## config.mk

```make
export PLATFORM = sky130hd
export DESIGN_NAME = ps2_host_tx
export DESIGN_NICKNAME = d
export VERILOG_FILES = /design/src/rtl/ps2_host_tx.sv
export SDC_FILE = /design/constraint.sdc
export NUM_CORES = 1
export LEC_CHECK = 0
export CELL_PAD_IN_SITES_DETAIL_PLACEMENT = 1
export CELL_PAD_IN_SITES_GLOBAL_PLACEMENT = 2
export CORE_AREA = 5 5 112 83
export DETAILED_ROUTE_END_ITERATION = 7
export DIE_AREA = 0 0 117 88
export DONT_BUFFER_PORTS = 1
export PLACE_DENSITY_LB_ADDON = 0.1
export SLEW_MARGIN = 20
export SYNTH_ARGS = -nofsm -noshare
export SYNTH_HDL_FRONTEND = slang
export SYNTH_SLANG_ARGS = --single-unit
```

## constraint.sdc

```tcl
create_clock -name clk_i -period 2.9 [get_ports clk_i]
set_clock_uncertainty 0.1 [all_clocks]
set_input_delay 0.145 -clock clk_i [delete_from_list [all_inputs] [get_ports clk_i]]
set_output_delay 0.145 -clock clk_i [all_outputs]
set_load 0.005 [all_outputs]
```

## src/rtl/ps2_host_tx.sv

```systemverilog
// rtl/ps2_host_tx.sv - PS/2 host-to-device command transmitter
// Inhibit, request-to-send, shift data+parity+stop on device clocks, then check the device ACK.
module ps2_host_tx #(
    parameter int INHIBIT_CYCLES       = 5000,
    parameter int START_TIMEOUT_CYCLES = 750000,
    parameter int BIT_TIMEOUT_CYCLES   = 100000
) (
    input  logic       clk_i,
    input  logic       reset_i,
    input  logic       tx_valid_i,
    input  logic [7:0] tx_data_i,
    output logic       tx_ready_o,
    output logic       tx_done_o,
    output logic       tx_error_o,
    output logic       busy_o,
    input  logic       ps2_clk_in_i,
    input  logic       ps2_dat_in_i,
    output logic       ps2_clk_oe_o,
    output logic       ps2_dat_oe_o
);

    localparam int MAX_AB     = (INHIBIT_CYCLES > START_TIMEOUT_CYCLES) ? INHIBIT_CYCLES : START_TIMEOUT_CYCLES;
    localparam int MAX_CYCLES = (MAX_AB > BIT_TIMEOUT_CYCLES) ? MAX_AB : BIT_TIMEOUT_CYCLES;
    localparam int TIMER_W    = $clog2(MAX_CYCLES + 1);

    localparam logic [TIMER_W-1:0] TIMER_MAX = '1;
    localparam logic [TIMER_W-1:0] INH_PRE   = TIMER_W'(INHIBIT_CYCLES - 2);
    localparam logic [TIMER_W-1:0] INH_LAST  = TIMER_W'(INHIBIT_CYCLES - 1);
    localparam logic [TIMER_W-1:0] START_LIM = TIMER_W'(START_TIMEOUT_CYCLES);
    localparam logic [TIMER_W-1:0] BIT_LIM   = TIMER_W'(BIT_TIMEOUT_CYCLES);

    typedef enum logic [2:0] {
        S_IDLE,
        S_INHIBIT,
        S_REQ,
        S_SHIFT,
        S_ACK,
        S_WAIT_IDLE,
        S_ERR
    } state_t;

    state_t               state_q;
    logic [TIMER_W-1:0]   timer_q;
    logic [TIMER_W-1:0]   timer_d;
    logic [9:0]           frame_q;
    logic [3:0]           bit_idx_q;
    logic                 clk_meta_q, clk_sync_q, clk_prev_q, fall_q;
    logic                 dat_meta_q, dat_sync_q;
    logic                 clk_oe_q, dat_oe_q, tx_done_q, tx_error_q;

    // Saturating increment: a stuck line must never wrap the timer back below a limit.
    always_comb begin
        timer_d = (timer_q == TIMER_MAX) ? timer_q : timer_q + 1'b1;
    end

    always_ff @(posedge clk_i or posedge reset_i) begin
        if (reset_i) begin
            state_q    <= S_IDLE;
            timer_q    <= '0;
            frame_q    <= '0;
            bit_idx_q  <= '0;
            clk_meta_q <= 1'b1;
            clk_sync_q <= 1'b1;
            clk_prev_q <= 1'b1;
            fall_q     <= 1'b0;
            dat_meta_q <= 1'b1;
            dat_sync_q <= 1'b1;
            clk_oe_q   <= 1'b0;
            dat_oe_q   <= 1'b0;
            tx_done_q  <= 1'b0;
            tx_error_q <= 1'b0;
        end else begin
            clk_meta_q <= ps2_clk_in_i;
            clk_sync_q <= clk_meta_q;
            clk_prev_q <= clk_sync_q;
            fall_q     <= clk_prev_q & ~clk_sync_q;
            dat_meta_q <= ps2_dat_in_i;
            dat_sync_q <= dat_meta_q;
            tx_done_q  <= 1'b0;
            tx_error_q <= 1'b0;
            timer_q    <= timer_d;

            case (state_q)
                S_IDLE: begin
                    clk_oe_q <= 1'b0;
                    dat_oe_q <= 1'b0;
                    timer_q  <= '0;
                    if (tx_valid_i) begin
                        frame_q  <= {1'b1, ~^tx_data_i, tx_data_i};
                        clk_oe_q <= 1'b1;
                        state_q  <= S_INHIBIT;
                    end
                end
                S_INHIBIT: begin
                    // Start bit goes low one cycle before the clock is released.
                    if (timer_q == INH_PRE) begin
                        dat_oe_q <= 1'b1;
                    end
                    if (timer_q == INH_LAST) begin
                        clk_oe_q  <= 1'b0;
                        dat_oe_q  <= 1'b1;
                        bit_idx_q <= '0;
                        timer_q   <= '0;
                        state_q   <= S_REQ;
                    end
                end
                S_REQ, S_SHIFT: begin
                    if (fall_q) begin
                        dat_oe_q  <= ~frame_q[bit_idx_q];
                        bit_idx_q <= bit_idx_q + 4'd1;
                        timer_q   <= '0;
                        state_q   <= (bit_idx_q == 4'd9) ? S_ACK : S_SHIFT;
                    end else if (timer_q >= ((state_q == S_REQ) ? START_LIM : BIT_LIM)) begin
                        clk_oe_q   <= 1'b0;
                        dat_oe_q   <= 1'b0;
                        tx_error_q <= 1'b1;
                        state_q    <= S_ERR;
                    end
                end
                S_ACK: begin
                    if (fall_q && !dat_sync_q) begin
                        timer_q <= '0;
                        state_q <= S_WAIT_IDLE;
                    end else if (fall_q || timer_q >= BIT_LIM) begin
                        clk_oe_q   <= 1'b0;
                        dat_oe_q   <= 1'b0;
                        tx_error_q <= 1'b1;
                        state_q    <= S_ERR;
                    end
                end
                S_WAIT_IDLE: begin
                    if (clk_sync_q && dat_sync_q) begin
                        tx_done_q <= 1'b1;
                        state_q   <= S_IDLE;
                    end else if (timer_q >= BIT_LIM) begin
                        tx_error_q <= 1'b1;
                        state_q    <= S_ERR;
                    end
                end
                S_ERR: begin
                    clk_oe_q <= 1'b0;
                    dat_oe_q <= 1'b0;
                    state_q  <= S_IDLE;
                end
                default: begin
                    clk_oe_q <= 1'b0;
                    dat_oe_q <= 1'b0;
                    state_q  <= S_IDLE;
                end
            endcase
        end
    end

    assign tx_ready_o   = (state_q == S_IDLE);
    assign busy_o       = (state_q != S_IDLE);
    assign tx_done_o    = tx_done_q;
    assign tx_error_o   = tx_error_q;
    assign ps2_clk_oe_o = clk_oe_q;
    assign ps2_dat_oe_o = dat_oe_q;

endmodule

```

[Word-level counts from Yosys, hierarchy flattened]
Index checks and enable logic that the tools add are counted.
Word-level totals
  register bits after elaboration: 47
  latch bits: 0
  bits in writable memories: 0
  ROM bits: 0
  input bits: 13
  output and inout port bits: 6
  logic and storage cells: 98
  memories: 0
Operators by class
  $add $sub $neg: 2
  multiply operators: 0
  div/mod/pow operators: 0
  order comparisons: 3
  equal/unequal tests: 20
  shift-type cells: 0
  mux-type cells: 41
  bitwise gates (word level): 4
  reductions and logical operators: 14
Operator list (number)
  2-to-1 mux 20 bit: 5
  one-hot mux 20 bit (4 select lines): 1
  equality test 20 x 13 -> 1 bit, second input constant: 2
  2-to-1 mux 3 bit: 9
  adder 20 x 1 -> 20 bit, second input constant: 1
  equality test 20 bit, second input constant: 1
  >= comparator 20 x 17 -> 1 bit, second input constant: 1
  >= comparator 20 bit: 1
  2-to-1 mux 1 bit: 18
  one-hot mux 3 bit (5 select lines): 1
  != test 2 bit, second input constant: 7
  != test 3 bit, second input constant: 4
  AND reduction 5 bit: 2
  2-to-1 mux 4 bit: 2
  one-hot mux 4 bit (2 select lines): 1
  XNOR reduction 8 bit: 1
  equality test 3 x 2 -> 1 bit, second input constant: 2
  equality test 3 bit, second input constant: 2
  AND reduction 6 bit: 1
  < comparator 4 x 5 -> 1 bit, second input constant: 1
  one-hot mux 1 bit (5 select lines): 1
  adder 4 x 1 -> 4 bit, second input constant: 1
  binary-select mux 1 bit (select 4 bit): 1
  equality test 4 bit, second input constant: 1
  14 further kinds: 17

[Logic depth before layout (Yosys ltp)]
Gate-level depths: netlist of the first run.
  depth after elaboration: 6
  mapped depth: 10
  depth with buffers taken out: 9

[Least setup slack after synthesis of the first run]
Ideal clock, no wire load.
  path type: register to register
  start: register state_q[0]
  end: register clk_oe_q, in the netlist ps2_clk_oe_o
  library setup time: 0.128 ns
  data arrival time: 2.713 ns
  required time: 2.672 ns
  slack: -0.041 ns
  stages on the path, launching flop included: 10
  path buffers: 1
  clock period less this slack: 2.941 ns
  cells stage by stage: dfrtp_1 buf_2 nor3b_1 inv_1 ha_1 a311oi_1 o2111ai_1 a2111oi_4 a2111oi_2 mux2_1
Between the ends
  cells in the longest elaborated chain, start to end: 5
  elaborated cells on any way between the ends: 17
  those cells by class: 1 x order compare; 10 x eq/ne; 2 x mux; 1 x bitwise; 3 x reduce/logical
RTL lines
  start, declared: line 42  | state_t state_q;
  start signal, assigned: line 112  | state_q <= (bit_idx_q == 4'd9) ? S_ACK : S_SHIFT;
  equality test 3 x 2 -> 1 bit: line 83, 113
  2-to-1 mux 20 bit: line 113  | end else if (timer_q >= ((state_q == S_REQ) ? START_LIM : BIT_LIM)) begin
  >= comparator 20 bit: line 113
  != test 2 bit (no source line)
  AND reduction 6 bit (no source line)
  end signal, assigned: line 114  | clk_oe_q <= 1'b0;
  end signal, assigned: line 125  | clk_oe_q <= 1'b0;
  end signal, assigned: line 141  | clk_oe_q <= 1'b0;
  end, declared: line 49  | logic clk_oe_q, dat_oe_q, tx_done_q, tx_error_q;
Several ways; a longest one is shown, not always the timed one.
A chain may end at the register's enable or synchronous reset.

[Worst setup path after layout of the first run]
  start: register state_q[2]
  end: register state_q[0]
Between the ends
  cells in the longest elaborated chain, start to end: 5
  elaborated cells on any way between the ends: 16
  those cells by class: 1 x order compare; 10 x eq/ne; 2 x mux; 3 x reduce/logical
RTL lines (line)
  equality test 3 x 2 -> 1 bit: 83, 113
  2-to-1 mux 20 bit: 113
  >= comparator 20 bit: 113
  != test 3 bit (no source line)
  AND reduction 5 bit (no source line)
Several ways; a longest one is shown, not always the timed one.

==> impl_metrics.toml, run 1 <==
[setup_path]
crit_fanout = 10
start_kind = "flip-flop"
timing.rr.start = "state_q[2]"
r2r_setup_slack_ps = 130
r2r_end = "state_q[0]"
end_kind = "flip-flop"
cp-endpoint = "state_q[0]"
r2r_cells = 9
path_class = "flip-flop to flip-flop"
crit_path_start = "state_q[2]"
required_ps = 2980
crit_arrival_ps = 2850

[sta]
finalCritPeriodShare_pct = 95.6
finalHoldViolCount = 0
slew_headroom_pct = 42.1
slew_viol_final = 0
setup_viol = 0
fin_crit_ps = 2770
rsz0062_at_grt = "no"
fmax_mhz = 361
tns_ps = 0
tightest_slew_ps = 867

[yosys]
seq_area_frac_synth_pct = 40.8
syn_area_per_cell_um2 = 10.0
synthCells = 289
yosys-top-cells-count = "dfrtp_1 (42), nor2_1 (29), nand2_1 (19), inv_1 (15)"
ys_types = 59
ys.warnings.count = 0
yosysMostFrequentCell = "dfrtp_1"
synth-seq-cells = 47
synth_fp_nets = 316
yosys.area.top_type = "dfrtp_1"
synth_edf_count = 0
yosys_most_used_dff = "dfrtp_1"
synth.top_cell.area_share_pct = 36.2
netlist_area_um2 = 2900
synth.top_cells.by_area = "dfrtp_1 (36%), ha_1 (6.0%), dfstp_2 (4.5%)"
async_reset_ff_share_pct = 100

[placement]
hpwlAfterDp_um = 5410
place.port_buffers = 0
post-place-cells = 401
gp_congestion = 0.740

[floorplanning]
core_um2 = 8130
pin_count = 19
die_area_um2 = 10300
fp.dieH_um = 88
die_width_um = 117
start_util_pct = 35.7
num_rows = 28

[global_route]
grt_pass1_wl_um = 12700
met3_usage_pct = 4.07
grtUsageMet2_pct = 24.0
grt_usage_pct = 16.0
grt_pass1_vias = 2342
grt_util_met1_pct = 23.4
gr-total-overflow = 0
grt_start_max_net_pins = 48
antenna_found_initial = 0
top_usage_layer = "met2"

[finish]
final_cells = 420
num_antenna_cells = 0
nNetsFinal = 341
area_delta_synth_final_pct = 17.9
layout-drive-gt1-share_pct = 18.4

[power]
p_leak_nw = 1.42
power_density_nw_per_um2 = 787
ir_worst_vdd_mv = 0.331

[cts]
clk_latency_ps = 290
cts_buffers = 5
h-tree-depth = 2
cts_tree = "done"
clock-sinks = 47
clk_pin_slew_ps = 70
cts_buffer_depth = 2
cts-root-buf = "clkbuf_16"
cts_setup_buffers = 0

[min_path]
worst_hold_path_type = "primary input to flip-flop"

[drt]
drc = 0
wl_per_cell_um = 18.1
final_antenna_net_count = 0
vias = 2255
wl_um = 7590
drt-initial-drc-count = 87
avgViaCountPerCell = 5.37
drt_pass1_iterations = 4

[flow_run]
drv_cap = 0

[outcome]
status = "complete, no violations"
-- registers in the layout, summed over array words and instances, names as in the netlist --
| signal | count |
|---|---|
| tx_done_o | 1 |
| state_q | 3 |
| clk_meta_q | 1 |
| clk_prev_q | 1 |
| fall_q | 1 |
| dat_meta_q | 1 |
| dat_sync_q | 1 |
| timer_q | 20 |
| bit_idx_q | 4 |
| ps2_clk_oe_o | 1 |
| clk_sync_q | 1 |
| tx_error_o | 1 |
| frame_q | 10 |
| ps2_dat_oe_o | 1 |
-- through the flow --
| step | total power [mW] | setup WS, ps | area [um2] | hold slack (ps) | utilization, % |
|---|---|---|---|---|---|
| after floorplan | 1.64 | 14.2 | 2900 | 49.5 | - |
| after global placement | 1.93 | 118 | 3110 | 49.6 | 38.3 |
| after detailed placement | 1.93 | 0.118 | 3110 | 49.6 | 38.3 |
| after CTS | 2.73 | 7.05 | 3410 | 205 | 42.0 |
| after global routing | 2.89 | 4.82 | 3420 | 210 | 42.1 |
| final | 2.69 | 129 | 3420 | 213 | 42.1 |
-- layout by cell type (no fill, tap or decap), types with 3 or more instances in the layout --
cell type	netlist	layout
a21oi_1	14	14
o2111ai_1	3	3
or3_1	3	3
a21o_1	3	3
clkbuf_16	0	5
a31oi_1	4	4
nand4_1	6	6
inv_1	15	13
mux2i_1	5	5
nand3_1	8	8
xor2_1	5	5
xnor2_1	14	14
dlygate4sd3_1	0	11
and4_1	3	3
dfstp_2	5	5
mux2_2	10	10
and2_1	5	5
nor3_1	9	9
buf_4	0	17
o21ai_0	7	7
nand2_1	19	19
ha_1	14	14
and3_1	4	4
dfrtp_1	42	42
nor2_1	29	29
nor4_1	3	3
o21a_1	4	4
-- layer usage --
layer,wire length (um),share of wire (%)
met4,68,0.90
met2,3230,43
met3,254,3.3
met1,4030,53
met5,0,0
-- logic make-up (layout without fill, tap and decap cells) --
kind of cell | after synthesis | after routing | share of synthesized area [%]
simple gates | 105 | 105 | 19.7
compound gates | 61 | 61 | 16.6
flops | 47 | 47 | 40.8
buf+inv | 25 | 51 | 3.67
xor+xnor | 19 | 19 | 5.74
mux | 18 | 18 | 7.55
fa+ha+maj | 14 | 14 | 6.04
-- what timing repair did --
action / 4_1_cts / 5_1_grt
pin swaps: 0 / 0
hold buffers: 11 / 0
gates resized for setup: 1 / 1
hold endpoints to repair: 52 / 0
setup endpoints to repair: 1 / 5
-- critical path, stage by stage, from the launching register on --
cell	delay (ps)
dfrtp_1	390
nor3b_2	250
inv_2	130
ha_1	320
a311oi_1	310
o2111ai_1	200
a2111oi_4	370
buf_4	230
a21oi_2	70
mux2_2	290
-- area by class of cell --
type                       instances  area, um2
fill                             929       4710
multi-input combinational        217       1620
sequential                        47       1180
timing repair buffer              28        238
tap                              105        131
clock buffer                       5        125
clock inverter                     3       67.6
inverter                          15       57.6
-- worst min path at each step --
stage                            end  slack [ps]    startpoint  cells past startpoint
after floorplan           clk_meta_q          50  ps2_clk_in_i                      0
after global placement    dat_meta_q          50  ps2_dat_in_i                      0
after detailed placement  dat_meta_q          50  ps2_dat_in_i                      0
after CTS                 state_q[0]         200    tx_valid_i                      3
after global routing      state_q[0]         210    tx_valid_i                      3
final                     state_q[0]         210    tx_valid_i                      3
-- report_power, final --
group | total, mW | switching, mW | internal, mW
clock | 0.764 | 0.270 | 0.494
sequential | 0.916 | 0.119 | 0.797
combinational | 1.01 | 0.560 | 0.451
Note: power is estimated with default switching activity, not from simulation.
==> inputs of run 2 (changes only) <==
--- a/config.mk
+++ b/config.mk
@@ -7,9 +7,9 @@
 export LEC_CHECK = 0
 export CELL_PAD_IN_SITES_DETAIL_PLACEMENT = 1
 export CELL_PAD_IN_SITES_GLOBAL_PLACEMENT = 2
-export CORE_AREA = 5 5 112 83
+export CORE_AREA = 2 2 118 74
 export DETAILED_ROUTE_END_ITERATION = 7
-export DIE_AREA = 0 0 117 88
+export DIE_AREA = 0 0 120 76
 export DONT_BUFFER_PORTS = 1
 export PLACE_DENSITY_LB_ADDON = 0.1
 export SLEW_MARGIN = 20
==> impl_metrics.toml, run 2 (same netlist as run 1, synthesis figures left out) <==
[sta]
tightest_slew_ps = 856
slew_headroom_pct = 42.9
rsz0062_at_grt = "no"
fin_crit_ps = 2690
slew_viol_final = 0
finalHoldViolCount = 0
setup_viol = 0
fmax_mhz = 372
finalCritPeriodShare_pct = 92.8

[placement]
gp_congestion = 0.789
place.port_buffers = 0
hpwlAfterDp_um = 5790
post-place-cells = 408

[finish]
area_delta_synth_final_pct = 17.0
regMostFlops = "timer_q"
final_cells = 428
largest_reg_flops = 20
num_antenna_cells = 0
final_common_cell = "dfrtp_1"
layout-drive-gt1-share_pct = 19.0
nNetsFinal = 342
final_cell_mix = "dfrtp_1 (42), nor2_1 (29), nand2_1 (19)"
reg_top3 = "timer_q (20), frame_q (10), bit_idx_q (4)"

[cts]
cts_buffers = 5
clock-sinks = 47
clk_pin_slew_ps = 70
cts_tree = "done"
clk_latency_ps = 290
cts-root-buf = "clkbuf_16"
cts_buffer_depth = 2
h-tree-depth = 2

[setup_path]
critPathBufInv = 2
path_cells = "nor3b_2 -> inv_2 -> ha_1 -> a311oi_1 -> o2111ai_1 -> a2111oi_4 -> buf_4 -> a21oi_2 -> mux2_2"
end_kind = "flip-flop"
slowest_stage = "dfrtp_1"
crit_fanout = 10
critPathTopFamily = "compound AO/OA/AOI/OAI gates"
path_class = "flip-flop to flip-flop"
crit_arrival_ps = 2770
start_kind = "flip-flop"
critPathMaxStageDelay_ps = 400
required_ps = 2980

[global_route]
antenna_found_initial = 0
grt_usage_pct = 18.5
grt_pass1_wl_um = 13200
grt_start_max_net_pins = 48
grt_pass1_vias = 2467
gr-total-overflow = 0

[drt]
final_antenna_net_count = 0
wl_um = 7870
drt_pass1_iterations = 4
drt-initial-drc-count = 157
vias = 2317
drc = 0
wl_per_cell_um = 18.4
avgViaCountPerCell = 5.41

[floorplanning]
pin_count = 19
fp.dieH_um = 76
die_width_um = 120
start_util_pct = 35.5
num_rows = 26
die_area_um2 = 9120
core_um2 = 8170

[power]
power_density_nw_per_um2 = 752
design_power_total_mw = 2.55
ir_worst_vdd_mv = 0.329
p_leak_nw = 1.40

[flow_run]
drv_cap = 0

[outcome]
status = "complete, no violations"

[min_path]
worst_hold_path_type = "primary input to flip-flop"
-- run 2: cell count changes in the layout (fill, tap and decap cells not counted) --
cell / delta
a21oi_2: +1
clkinvlp_4: -1
a21oi_1: -1
clkinv_2: +1
buf_4: +1
clkinv_4: +1
inv_6: +1
bufinv_16: -2
-- run 2: final cells by class --
| class | instances | area (um2) |
|---|---|---|
| Sequential cell | 47 | 1180 |
| Inverter | 15 | 57.6 |
| Fill cell | 910 | 4770 |
| Timing Repair Buffer | 29 | 245 |
| Tap cell | 112 | 140 |
| Clock inverter | 3 | 22.5 |
| Clock buffer | 5 | 125 |
| Multi-Input combinational cell | 217 | 1620 |
-- run 2: power by group --
| part | leakage, nW | internal [mW] | switching (mW) |
|---|---|---|---|
| combinational | 0.728 | 0.454 | 0.582 |
| clock | 0.0742 | 0.323 | 0.269 |
| sequential | 0.602 | 0.797 | 0.125 |
| total | 1.40 | 1.57 | 0.977 |
-- run 2: worst paths after layout --
| check | startpoint | endpoint | slack [ps] | cells past startpoint |
|---|---|---|---|---|
| worst max-delay path | state_q[0] | state_q[0] | 210 | 9 |
| worst min-delay path | tx_valid_i | state_q[0] | 230 | 3 |
| worst max register to register | state_q[0] | state_q[0] | 210 | 9 |
| worst min register to register | clk_meta_q | clk_sync_q | 260 | 0 |
| max in group asynchronous | reset_i | timer_q[13] | 1800 | 2 |
| min in group asynchronous | reset_i | frame_q[7] | 370 | 2 |
-- run 2: per-layer routing --
layer / global-route usage, % / wire (um) / up-vias
li1: - / - / 1111
met1: 30.6 / 4290 / 1149
met2: 24.0 / 3080 / 46
met3: 3.52 / 423 / 11
met4: 4.47 / 87 / 0
met5: 0 / 0 / -
-- run 2: repair_timing --
item	4_1_cts	5_1_grt
hold buffers	11	0
resized for setup	1	2
pin swaps	0	1
hold endpoints to repair	52	0
setup buffers	0	1
endpoints found under the setup margin	1	5
cloned	0	0
-- run 2: stage by stage --
stage / hold WS [ps] / TNS, ps / worst slack [ps] / area [um2] / utilization, %
after CTS: 226 / 0 / 14.3 / 3380 / 41.4
after detailed placement: 49.6 / -33.1 / -33.1 / 3120 / 38.2
after global routing: 250 / 0 / 21.8 / 3390 / 41.6
after floorplan: 49.5 / 0 / 14.2 / 2900 / -
after global placement: 49.5 / 0 / 123 / 3120 / 38.2
final: 226 / 0 / 209 / 3390 / 41.6
-- run 2: tightest hold or removal path: cells and delay by family --
family	cells	cell delay, ps
compound gates	1	130
mux	1	160
simple gates	1	150
==> inputs of run 3 (changes only) <==
--- a/config.mk
+++ b/config.mk
@@ -7,9 +7,9 @@
 export LEC_CHECK = 0
 export CELL_PAD_IN_SITES_DETAIL_PLACEMENT = 1
 export CELL_PAD_IN_SITES_GLOBAL_PLACEMENT = 2
-export CORE_AREA = 2 2 118 74
+export CORE_AREA = 5 5 121 77
 export DETAILED_ROUTE_END_ITERATION = 7
-export DIE_AREA = 0 0 120 76
+export DIE_AREA = 0 0 126 82
 export DONT_BUFFER_PORTS = 1
 export PLACE_DENSITY_LB_ADDON = 0.1
 export SLEW_MARGIN = 20
==> impl_metrics.toml, run 3 (same netlist as run 1, synthesis figures left out) <==
[outcome]
status = "complete, no violations"

[finish]
area_delta_synth_final_pct = 17.3
final_cells = 429
layout-drive-gt1-share_pct = 18.6
largest_reg_flops = 20
nNetsFinal = 343
reg_top3 = "timer_q (20), frame_q (10), bit_idx_q (4)"
final_common_cell = "dfrtp_1"
post-route-cell-area_um2 = 3400
final_cell_mix = "dfrtp_1 (42), nor2_1 (29), nand2_1 (19)"
regMostFlops = "timer_q"
final_util_pct = 41.5
num_antenna_cells = 0

[cts]
clk_pin_slew_ps = 70
clk_latency_ps = 290
cts_tree = "done"
cts_buffer_depth = 2
h-tree-depth = 2
cts-root-buf = "clkbuf_16"
cts_buffers = 5
clock-sinks = 47

[global_route]
gr-total-overflow = 0
grt_start_max_net_pins = 48
antenna_found_initial = 0
grt_usage_pct = 16.2
grt_pass1_wl_um = 13100
grt_pass1_vias = 2365

[drt]
wl_um = 7850
drt_pass1_iterations = 6
vias = 2218
drc = 0
wl_per_cell_um = 18.3
drt-initial-drc-count = 119
avgViaCountPerCell = 5.17
final_antenna_net_count = 0

[placement]
hpwlAfterDp_um = 5710
gp_congestion = 0.796
place.port_buffers = 0
placed_area_um2 = 3140
post-place-cells = 409

[sta]
fin_crit_ps = 2720
slew_headroom_pct = 41.1
finalCritPeriodShare_pct = 93.7
tightest_slew_ps = 883
setup_viol = 0
slew_viol_final = 0
finalHoldViolCount = 0
fmax_mhz = 368

[setup_path]
r2r_setup_slack_ps = 180
crit_arrival_ps = 2790
path_class = "flip-flop to flip-flop"
required_ps = 2970
start_kind = "flip-flop"
crit_fanout = 10
end_kind = "flip-flop"

[floorplanning]
die_area_um2 = 10300
start_util_pct = 35.4
core_um2 = 8200
fp.dieH_um = 82
die_width_um = 126
pin_count = 19
num_rows = 26

[power]
power_density_nw_per_um2 = 754
p_leak_nw = 1.41
ir_worst_vdd_mv = 0.300

[flow_run]
drv_cap = 0

[min_path]
worst_hold_path_type = "primary input to flip-flop"
[run 3: cell type report]
cell class                 count  area [um2]
clock buffer                   6         129
clock inverter                 2        12.5
fill                         945        4790
inverter                      15        57.6
multi-input combinational    217        1620
sequential                    47        1180
tap                          112         140
timing repair buffer          30         265
[run 3: final timing paths]
check | startpoint | end | cells after the start
setup / recovery | state_q[0] | state_q[0] | 9
hold / removal | tx_valid_i | state_q[0] | 3
setup reg to reg | state_q[0] | state_q[0] | 9
hold reg to reg | clk_meta_q | clk_sync_q | 0
max in group asynchronous | reset_i | timer_q[12] | 2
min in group asynchronous | reset_i | timer_q[5] | 2
[run 3: power by group]
part	switching [mW]	internal, mW	leakage, nW
combinational	0.592	0.489	0.737
sequential	0.115	0.797	0.602
clock	0.254	0.319	0.0669
total	0.961	1.61	1.41
[run 3: per-stage QoR]
stage / total power [mW] / setup TNS (ps) / hold slack, ps / setup WS, ps
floorplan: 1.64 / 0 / 49.5 / 14.2
global placement: 1.97 / 0 / 49.6 / 120
detailed placement: 1.99 / -5.62 / 49.6 / -4.39
CTS: 2.59 / 0 / 210 / 12.8
global route: 2.77 / -26.8 / 228 / -19.1
finish: 2.57 / 0 / 221 / 182
[run 3: layer usage]
layer,share of wire (%),up-vias,global-route usage (%)
li1,-,1105,-
met1,58,1080,25.4
met5,0,-,0
met4,0.42,0,2.89
met3,3.7,2,3.51
met2,38,31,22.5
[run 3: worst max-delay path, cell delays in order, from the launching register on]
cell	delay, ps
dfrtp_1	390
nor3b_2	250
inv_2	150
ha_1	310
a311oi_1	270
o2111ai_1	200
a2111oi_4	370
buf_4	220
a21oi_2	70
mux2_2	270
[run 3: timing repair]
| item | in CTS | in global routing |
|---|---|---|
| hold buffers | 11 | 0 |
| pin swaps | 0 | 1 |
| hold endpoints to repair | 52 | 0 |
| setup buffers | 0 | 1 |
| gates cloned | 0 | 0 |
| endpoints found under the setup margin | 2 | 5 |
| gates resized for setup | 1 | 1 |
